`config.mk`:
```
export PLATFORM = sky130hd
export DESIGN_NAME = pinf_skew_trainer
export DESIGN_NICKNAME = d
export VERILOG_FILES = /design/src/rtl/pinf_skew_pkg.sv /design/src/rtl/pinf_window_tracker.sv /design/src/rtl/pinf_skew_trainer.sv
export SDC_FILE = /design/constraint.sdc
export NUM_CORES = 1
export LEC_CHECK = 0
export BUFFER_PORTS_ARGS = -buffer_cell sky130_fd_sc_hd__buf_2
export CAP_MARGIN = 20
export CORE_UTILIZATION = 30
export CTS_CLUSTER_DIAMETER = 40
export DETAILED_ROUTE_END_ITERATION = 10
export GPL_ROUTABILITY_DRIVEN = 0
export SLEW_MARGIN = 30
export SYNTH_ARGS = -nofsm -noshare
export SYNTH_HDL_FRONTEND = slang
export SYNTH_SLANG_ARGS = --single-unit
```
`constraint.sdc`:
```
create_clock -name clk -period 2.4 [get_ports clk]
set_input_delay 0.48 -clock clk [delete_from_list [all_inputs] [get_ports clk]]
set_output_delay 0.48 -clock clk [all_outputs]
set_load 0.02 [all_outputs]
```
`src/rtl/pinf_skew_pkg.sv`:
```
// rtl/pinf_skew_pkg.sv - shared state encoding and default constants for the pinf skew trainer
package pinf_skew_pkg;

  typedef enum logic [2:0] {
    ST_IDLE,
    ST_SETTLE,
    ST_CHECK,
    ST_RECORD,
    ST_CENTER
  } skew_state_e;

  localparam int DEF_DATA_W     = 32;
  localparam int DEF_NUM_TAPS   = 16;
  localparam int DEF_TAP_W      = 4;
  localparam int DEF_SETTLE_CYC = 8;
  localparam int DEF_CHECK_CYC  = 64;
  localparam int DEF_MIN_WIN    = 3;

endpackage

```
`src/rtl/pinf_window_tracker.sv`:
```
// rtl/pinf_window_tracker.sv - tracks the current passing run and the widest run seen in a sweep
module pinf_window_tracker
  import pinf_skew_pkg::*;
#(
  parameter int TAP_W = DEF_TAP_W
) (
  input  logic             clk,
  input  logic             rst_n,
  input  logic             clear,
  input  logic             record,
  input  logic             pass,
  input  logic [TAP_W-1:0] tap,
  output logic [TAP_W-1:0] best_start,
  output logic [TAP_W:0]   best_len
);

  localparam logic [TAP_W:0] LEN_ONE = (TAP_W+1)'(1);

  logic [TAP_W-1:0] run_start;
  logic [TAP_W:0]   run_len;
  logic [TAP_W-1:0] run_start_nx;
  logic [TAP_W:0]   run_len_nx;

  always_comb begin
    run_start_nx = run_start;
    run_len_nx   = run_len;
    if (pass) begin
      if (run_len == '0) run_start_nx = tap;
      run_len_nx = run_len + LEN_ONE;
    end else begin
      run_len_nx = '0;
    end
  end

  // Strict greater-than keeps the earliest run when two runs tie.
  always_ff @(posedge clk) begin
    if (!rst_n || clear) begin
      run_start  <= '0;
      run_len    <= '0;
      best_start <= '0;
      best_len   <= '0;
    end else if (record) begin
      run_start <= run_start_nx;
      run_len   <= run_len_nx;
      if (run_len_nx > best_len) begin
        best_start <= run_start_nx;
        best_len   <= run_len_nx;
      end
    end
  end

endmodule

```
`src/rtl/pinf_skew_trainer.sv`:
```
// rtl/pinf_skew_trainer.sv - tap sweep sequencer that centres the pinf capture delay; SKEW_TRAIN_ERRCNT_EN adds err_cnt/bad_map
module pinf_skew_trainer
  import pinf_skew_pkg::*;
#(
  parameter int DATA_W     = DEF_DATA_W,
  parameter int NUM_TAPS   = DEF_NUM_TAPS,
  parameter int TAP_W      = DEF_TAP_W,
  parameter int SETTLE_CYC = DEF_SETTLE_CYC,
  parameter int CHECK_CYC  = DEF_CHECK_CYC,
  parameter int MIN_WIN    = DEF_MIN_WIN
) (
  input  logic              clk,
  input  logic              rst_n,
  input  logic              start,
  input  logic [DATA_W-1:0] cap_data,
  input  logic [DATA_W-1:0] pattern,
  output logic [TAP_W-1:0]  tap_sel,
  output logic              busy,
  output logic              done,
  output logic              locked,
  output logic              fail,
  output logic [TAP_W-1:0]  win_lo,
  output logic [TAP_W-1:0]  win_hi
`ifdef SKEW_TRAIN_ERRCNT_EN
  ,
  output logic [15:0]         err_cnt,
  output logic [NUM_TAPS-1:0] bad_map
`endif
);

  localparam int CNT_MAX = (CHECK_CYC > SETTLE_CYC) ? CHECK_CYC : SETTLE_CYC;
  localparam int CNT_W   = $clog2(CNT_MAX) + 1;

  localparam logic [CNT_W-1:0] CNT_ONE     = CNT_W'(1);
  localparam logic [CNT_W-1:0] SETTLE_LAST = CNT_W'(SETTLE_CYC - 1);
  localparam logic [CNT_W-1:0] CHECK_LAST  = CNT_W'(CHECK_CYC - 1);
  localparam logic [TAP_W-1:0] TAP_ONE     = TAP_W'(1);
  localparam logic [TAP_W-1:0] TAP_LAST    = TAP_W'(NUM_TAPS - 1);
  localparam logic [TAP_W:0]   MIN_LEN     = (TAP_W+1)'(MIN_WIN);

  skew_state_e      state, state_nx;
  logic [CNT_W-1:0] cnt, cnt_nx;
  logic             tap_bad, tap_bad_nx;
  logic [TAP_W-1:0] tap_sel_nx, win_lo_nx, win_hi_nx;
  logic             busy_nx, done_nx, locked_nx, fail_nx;

  logic             trk_clear, trk_record;
  logic [TAP_W-1:0] best_start;
  logic [TAP_W:0]   best_len;
  logic [TAP_W-1:0] len_m1;
  logic             mismatch;

  assign mismatch = (cap_data != pattern);
  // best_len never exceeds NUM_TAPS, so the low bits minus one give len-1 even at full width.
  assign len_m1   = best_len[TAP_W-1:0] - TAP_ONE;

  pinf_window_tracker #(
    .TAP_W (TAP_W)
  ) u_tracker (
    .clk        (clk),
    .rst_n      (rst_n),
    .clear      (trk_clear),
    .record     (trk_record),
    .pass       (!tap_bad),
    .tap        (tap_sel),
    .best_start (best_start),
    .best_len   (best_len)
  );

  always_ff @(posedge clk) begin
    if (!rst_n) begin
      state   <= ST_IDLE;
      cnt     <= '0;
      tap_bad <= 1'b0;
      tap_sel <= '0;
      busy    <= 1'b0;
      done    <= 1'b0;
      locked  <= 1'b0;
      fail    <= 1'b0;
      win_lo  <= '0;
      win_hi  <= '0;
    end else begin
      state   <= state_nx;
      cnt     <= cnt_nx;
      tap_bad <= tap_bad_nx;
      tap_sel <= tap_sel_nx;
      busy    <= busy_nx;
      done    <= done_nx;
      locked  <= locked_nx;
      fail    <= fail_nx;
      win_lo  <= win_lo_nx;
      win_hi  <= win_hi_nx;
    end
  end

  always_comb begin
    state_nx   = state;
    cnt_nx     = cnt;
    tap_bad_nx = tap_bad;
    tap_sel_nx = tap_sel;
    busy_nx    = busy;
    done_nx    = 1'b0;
    locked_nx  = locked;
    fail_nx    = fail;
    win_lo_nx  = win_lo;
    win_hi_nx  = win_hi;
    trk_clear  = 1'b0;
    trk_record = 1'b0;
    case (state)
      ST_IDLE: begin
        if (start) begin
          state_nx   = ST_SETTLE;
          cnt_nx     = '0;
          tap_sel_nx = '0;
          locked_nx  = 1'b0;
          fail_nx    = 1'b0;
          busy_nx    = 1'b1;
          trk_clear  = 1'b1;
        end
      end
      ST_SETTLE: begin
        if (cnt == SETTLE_LAST) begin
          state_nx   = ST_CHECK;
          cnt_nx     = '0;
          tap_bad_nx = 1'b0;
        end else begin
          cnt_nx = cnt + CNT_ONE;
        end
      end
      ST_CHECK: begin
        if (mismatch) tap_bad_nx = 1'b1;
        if (cnt == CHECK_LAST) begin
          state_nx = ST_RECORD;
          cnt_nx   = '0;
        end else begin
          cnt_nx = cnt + CNT_ONE;
        end
      end
      ST_RECORD: begin
        trk_record = 1'b1;
        if (tap_sel == TAP_LAST) begin
          state_nx = ST_CENTER;
        end else begin
          tap_sel_nx = tap_sel + TAP_ONE;
          state_nx   = ST_SETTLE;
        end
      end
      ST_CENTER: begin
        state_nx = ST_IDLE;
        busy_nx  = 1'b0;
        if (best_len >= MIN_LEN) begin
          tap_sel_nx = best_start + (len_m1 >> 1);
          win_lo_nx  = best_start;
          win_hi_nx  = best_start + len_m1;
          locked_nx  = 1'b1;
          done_nx    = 1'b1;
        end else begin
          tap_sel_nx = '0;
          win_lo_nx  = '0;
          win_hi_nx  = '0;
          fail_nx    = 1'b1;
        end
      end
      default: state_nx = ST_IDLE;
    endcase
  end

`ifdef SKEW_TRAIN_ERRCNT_EN
  logic [15:0]         err_cnt_nx;
  logic [NUM_TAPS-1:0] bad_map_nx;

  always_comb begin
    err_cnt_nx = err_cnt;
    bad_map_nx = bad_map;
    case (state)
      ST_IDLE: begin
        if (start) begin
          err_cnt_nx = '0;
          bad_map_nx = '0;
        end
      end
      ST_CHECK: begin
        if (mismatch && err_cnt != 16'hFFFF) err_cnt_nx = err_cnt + 16'd1;
      end
      ST_RECORD: bad_map_nx[tap_sel] = tap_bad;
      default: ;
    endcase
  end

  always_ff @(posedge clk) begin
    if (!rst_n) begin
      err_cnt <= '0;
      bad_map <= '0;
    end else begin
      err_cnt <= err_cnt_nx;
      bad_map <= bad_map_nx;
    end
  end
`endif

endmodule

```
==> qor.yml <==
cts_tree: "yes"
finalHoldViolCount: 0
cp-start-kind: "register"
cp.buffers_inverters: 1
power.density_nw_per_um2: 428
ys_warn_count: 0
post-cts-setup-buffers: 0
min_period_ns: 2.34
antenna_found_initial: 0
cap_violations: 0
rows: 34
required_ns: 2.54
critPathArrivalTime_ns: 2.48
cts_max_path_buffers: 2
wl_per_cell_microns: 12.3
slowest_delay_ns: 0.46
h-tree-depth: 2
synthFlopType: "dfxtp_1"
first_pass_iters: 6
fillers: 924
synth_area_leaders: "dfxtp_1, xor2_1, ha_1, xnor2_1, mux2i_1"
ys_seq_elements: 45
via_count: 2489
yosys-top-cells-count: "dfxtp_1, xor2_1, nor2_1, a21oi_1, ha_1"
wl_mm: 6.19
critPathKind: "register to register"
synth_cell_type_count: 58
synth_edf_count: 0
pin_count: 83
cts_made_buffers: 5
grt_pass1_wl_mm: 10.5
io_buffer_count: 82
cp_slowest_cell: "or3b_4"
end_kind: "register"
die_area_sq_um: 9650
cpLargestDelayFamily: "simple AND/OR/NAND/NOR gates"
hpwl_mm: 5.00
clk_latency_ns: 0.29
synth_top_cell_area_share: 0.324
grt_pass1_vias: 2388
reg2reg_setup_slack_ns: 0.06
post-route-period-util: 0.974
clkTransAtPathRegs_ns: 0.08
slew_headroom: 0.497
setup_tns_ns: 0
syn_inst: 313
async_flop_share: 0
peakVddDrop_uv: 196
cts-root-buf: "clkbuf_8"
synthMostInstantiatedCell: "dfxtp_1"
start_util: 0.314
ys_seq_area_frac: 0.324
fmax_ghz: 0.428
crit_chain: "inv_2, ha_4, nor2b_4, ha_4, nor2b_1, o21a_1, o21ai_2, or3b_4, a21oi_2, a211oi_2"
slew_viol_final: 0
hold_class: "register to register"
die_y_microns: 98.2
synth.net_count: 399
setup_viol_count_final: 0
insertedDiodeCount: 0
yosysTopAreaCell: "dfxtp_1"
nNetsFinal: 481
core-area_sq_um: 8850
cts_sinks: 45
grt_max_degree: 24
leakagePower_nw: 1.51
crit_fanout: 8
die_w_microns: 98.2
status: "finished, final reports clean"
hold_buffers: 0
drc_errors: 0
vias_per_cell: 4.94
area_delta_synth_final_pct: 26.4
avgSynthCellArea_sq_um: 8.88
crit_top_cell: "ha_4"
synth_area_sq_um: 2780
drive_above_1_share: 0.306
first_iter_violations: 91
skew_ns: 0.00558
worstMarginPinSlew_ns: 0.754
grt_use_total: 0.131
postRouteAntennaNets: 0
grt.overflow.total: 0
final_util: 0.397
## cell type report
class	instances	area (sq um)	area share
clock buffer	6	72.6	0.0207
clock inverter	2	38.8	0.0110
inverter	13	48.8	0.0139
multi-input combinational	243	1860	0.529
sequential	45	903	0.257
tap	108	135	0.0385
timing repair buffer	87	455	0.130
## path summary, 6_finish.rpt
| check | start | end | cells past startpoint |
|---|---|---|---|
| min reg2reg | locked | locked | 1 |
| max reg2reg | u_tracker.run_len[0] | u_tracker.best_start[3] | 10 |
| max | u_tracker.run_len[0] | u_tracker.best_start[3] | 10 |
| min | locked | locked | 1 |
## placed cells by master, fill, tap and decap left out, types with 3 or more instances in the layout
| cell type | count |
|---|---|
| dfxtp_1 | 43 |
| clkbuf_8 | 5 |
| ha_4 | 3 |
| a221oi_1 | 3 |
| and2_1 | 6 |
| nand2b_1 | 3 |
| nand4_1 | 5 |
| a21oi_1 | 14 |
| nor4_1 | 9 |
| and3_1 | 4 |
| buf_2 | 82 |
| a22o_1 | 5 |
| a21o_1 | 3 |
| nand3_1 | 15 |
| mux2i_1 | 10 |
| a211oi_1 | 3 |
| a21boi_0 | 3 |
| o21ai_0 | 6 |
| xor2_1 | 33 |
| nand2_1 | 16 |
| a21oi_2 | 4 |
| o31ai_1 | 3 |
| buf_4 | 3 |
| xnor2_1 | 14 |
| nor2b_1 | 7 |
| ha_1 | 14 |
| inv_1 | 10 |
| inv_2 | 3 |
| nor2_1 | 23 |
## power breakdown
group | internal, mW | leakage [nW] | switching, mW
logic | 0.0906 | 1.09 | 0.0890
clock network | 0.313 | 0.0554 | 0.249
registers | 0.753 | 0.364 | 0.0108
## worst reg2reg max path, cell delays in order (launching register included)
cell and delay [ns]:
dfxtp_2 0.35, inv_2 0.05, ha_4 0.25, nor2b_4 0.16, ha_4 0.22, nor2b_1 0.12
o21a_1 0.20, o21ai_2 0.15, or3b_4 0.46, a21oi_2 0.19, a211oi_2 0.05
## through the flow
step / setup slack [ns] / hold WS, ns / total power, mW / instance area (sq um) / instances
3_5_place_dp: -0.0582 / 0.450 / 0.963 / 3310 / 496
5_1_grt: -0.0312 / 0.481 / 1.59 / 3510 / 504
2_1_floorplan: 0.0611 / 0.460 / 0.877 / 2780 / 313
3_3_place_gp: 0.0276 / 0.430 / 0.959 / 3310 / 496
4_1_cts: 0.0112 / 0.468 / 1.53 / 3430 / 504
6_report: 0.0635 / 0.458 / 1.51 / 3510 / 504
## cells by family after synthesis
group / Yosys count / synth area share
AOI/OAI and AO/OA: 64 / 0.166
xor gates and xnor gates: 47 / 0.148
adders and majority gates: 19 / 0.0909
buffers and inverters: 25 / 0.0369
DFF: 45 / 0.324
muxes: 10 / 0.0360
and+or+nand+nor: 103 / 0.198
## flip-flops by register name (all words and copies together), names as in the netlist
register and flops:
busy 1, cnt 7, done 1, fail 1, locked 1, state 3
tap_bad 1, tap_sel 4, u_tracker.best_len 5, u_tracker.best_start 4, u_tracker.run_len 5, u_tracker.run_start 4
win_hi 4, win_lo 4
## routing by layer
metal,up-vias,wire length [microns],track usage,part of all wire
met4,0,96,0.0505,0.016
met2,57,2910,0.221,0.47
met1,1154,2930,0.170,0.47
li1,1270,-,-,-
met3,8,254,0.0157,0.041
met5,-,0,0,0
## what timing repair did
item,CTS,global route
resized for setup,2,20
endpoints found under the hold margin,0,0
pin swaps,0,7
setup endpoints to repair,8,9
Note: power is estimated with default switching activity, not from simulation.
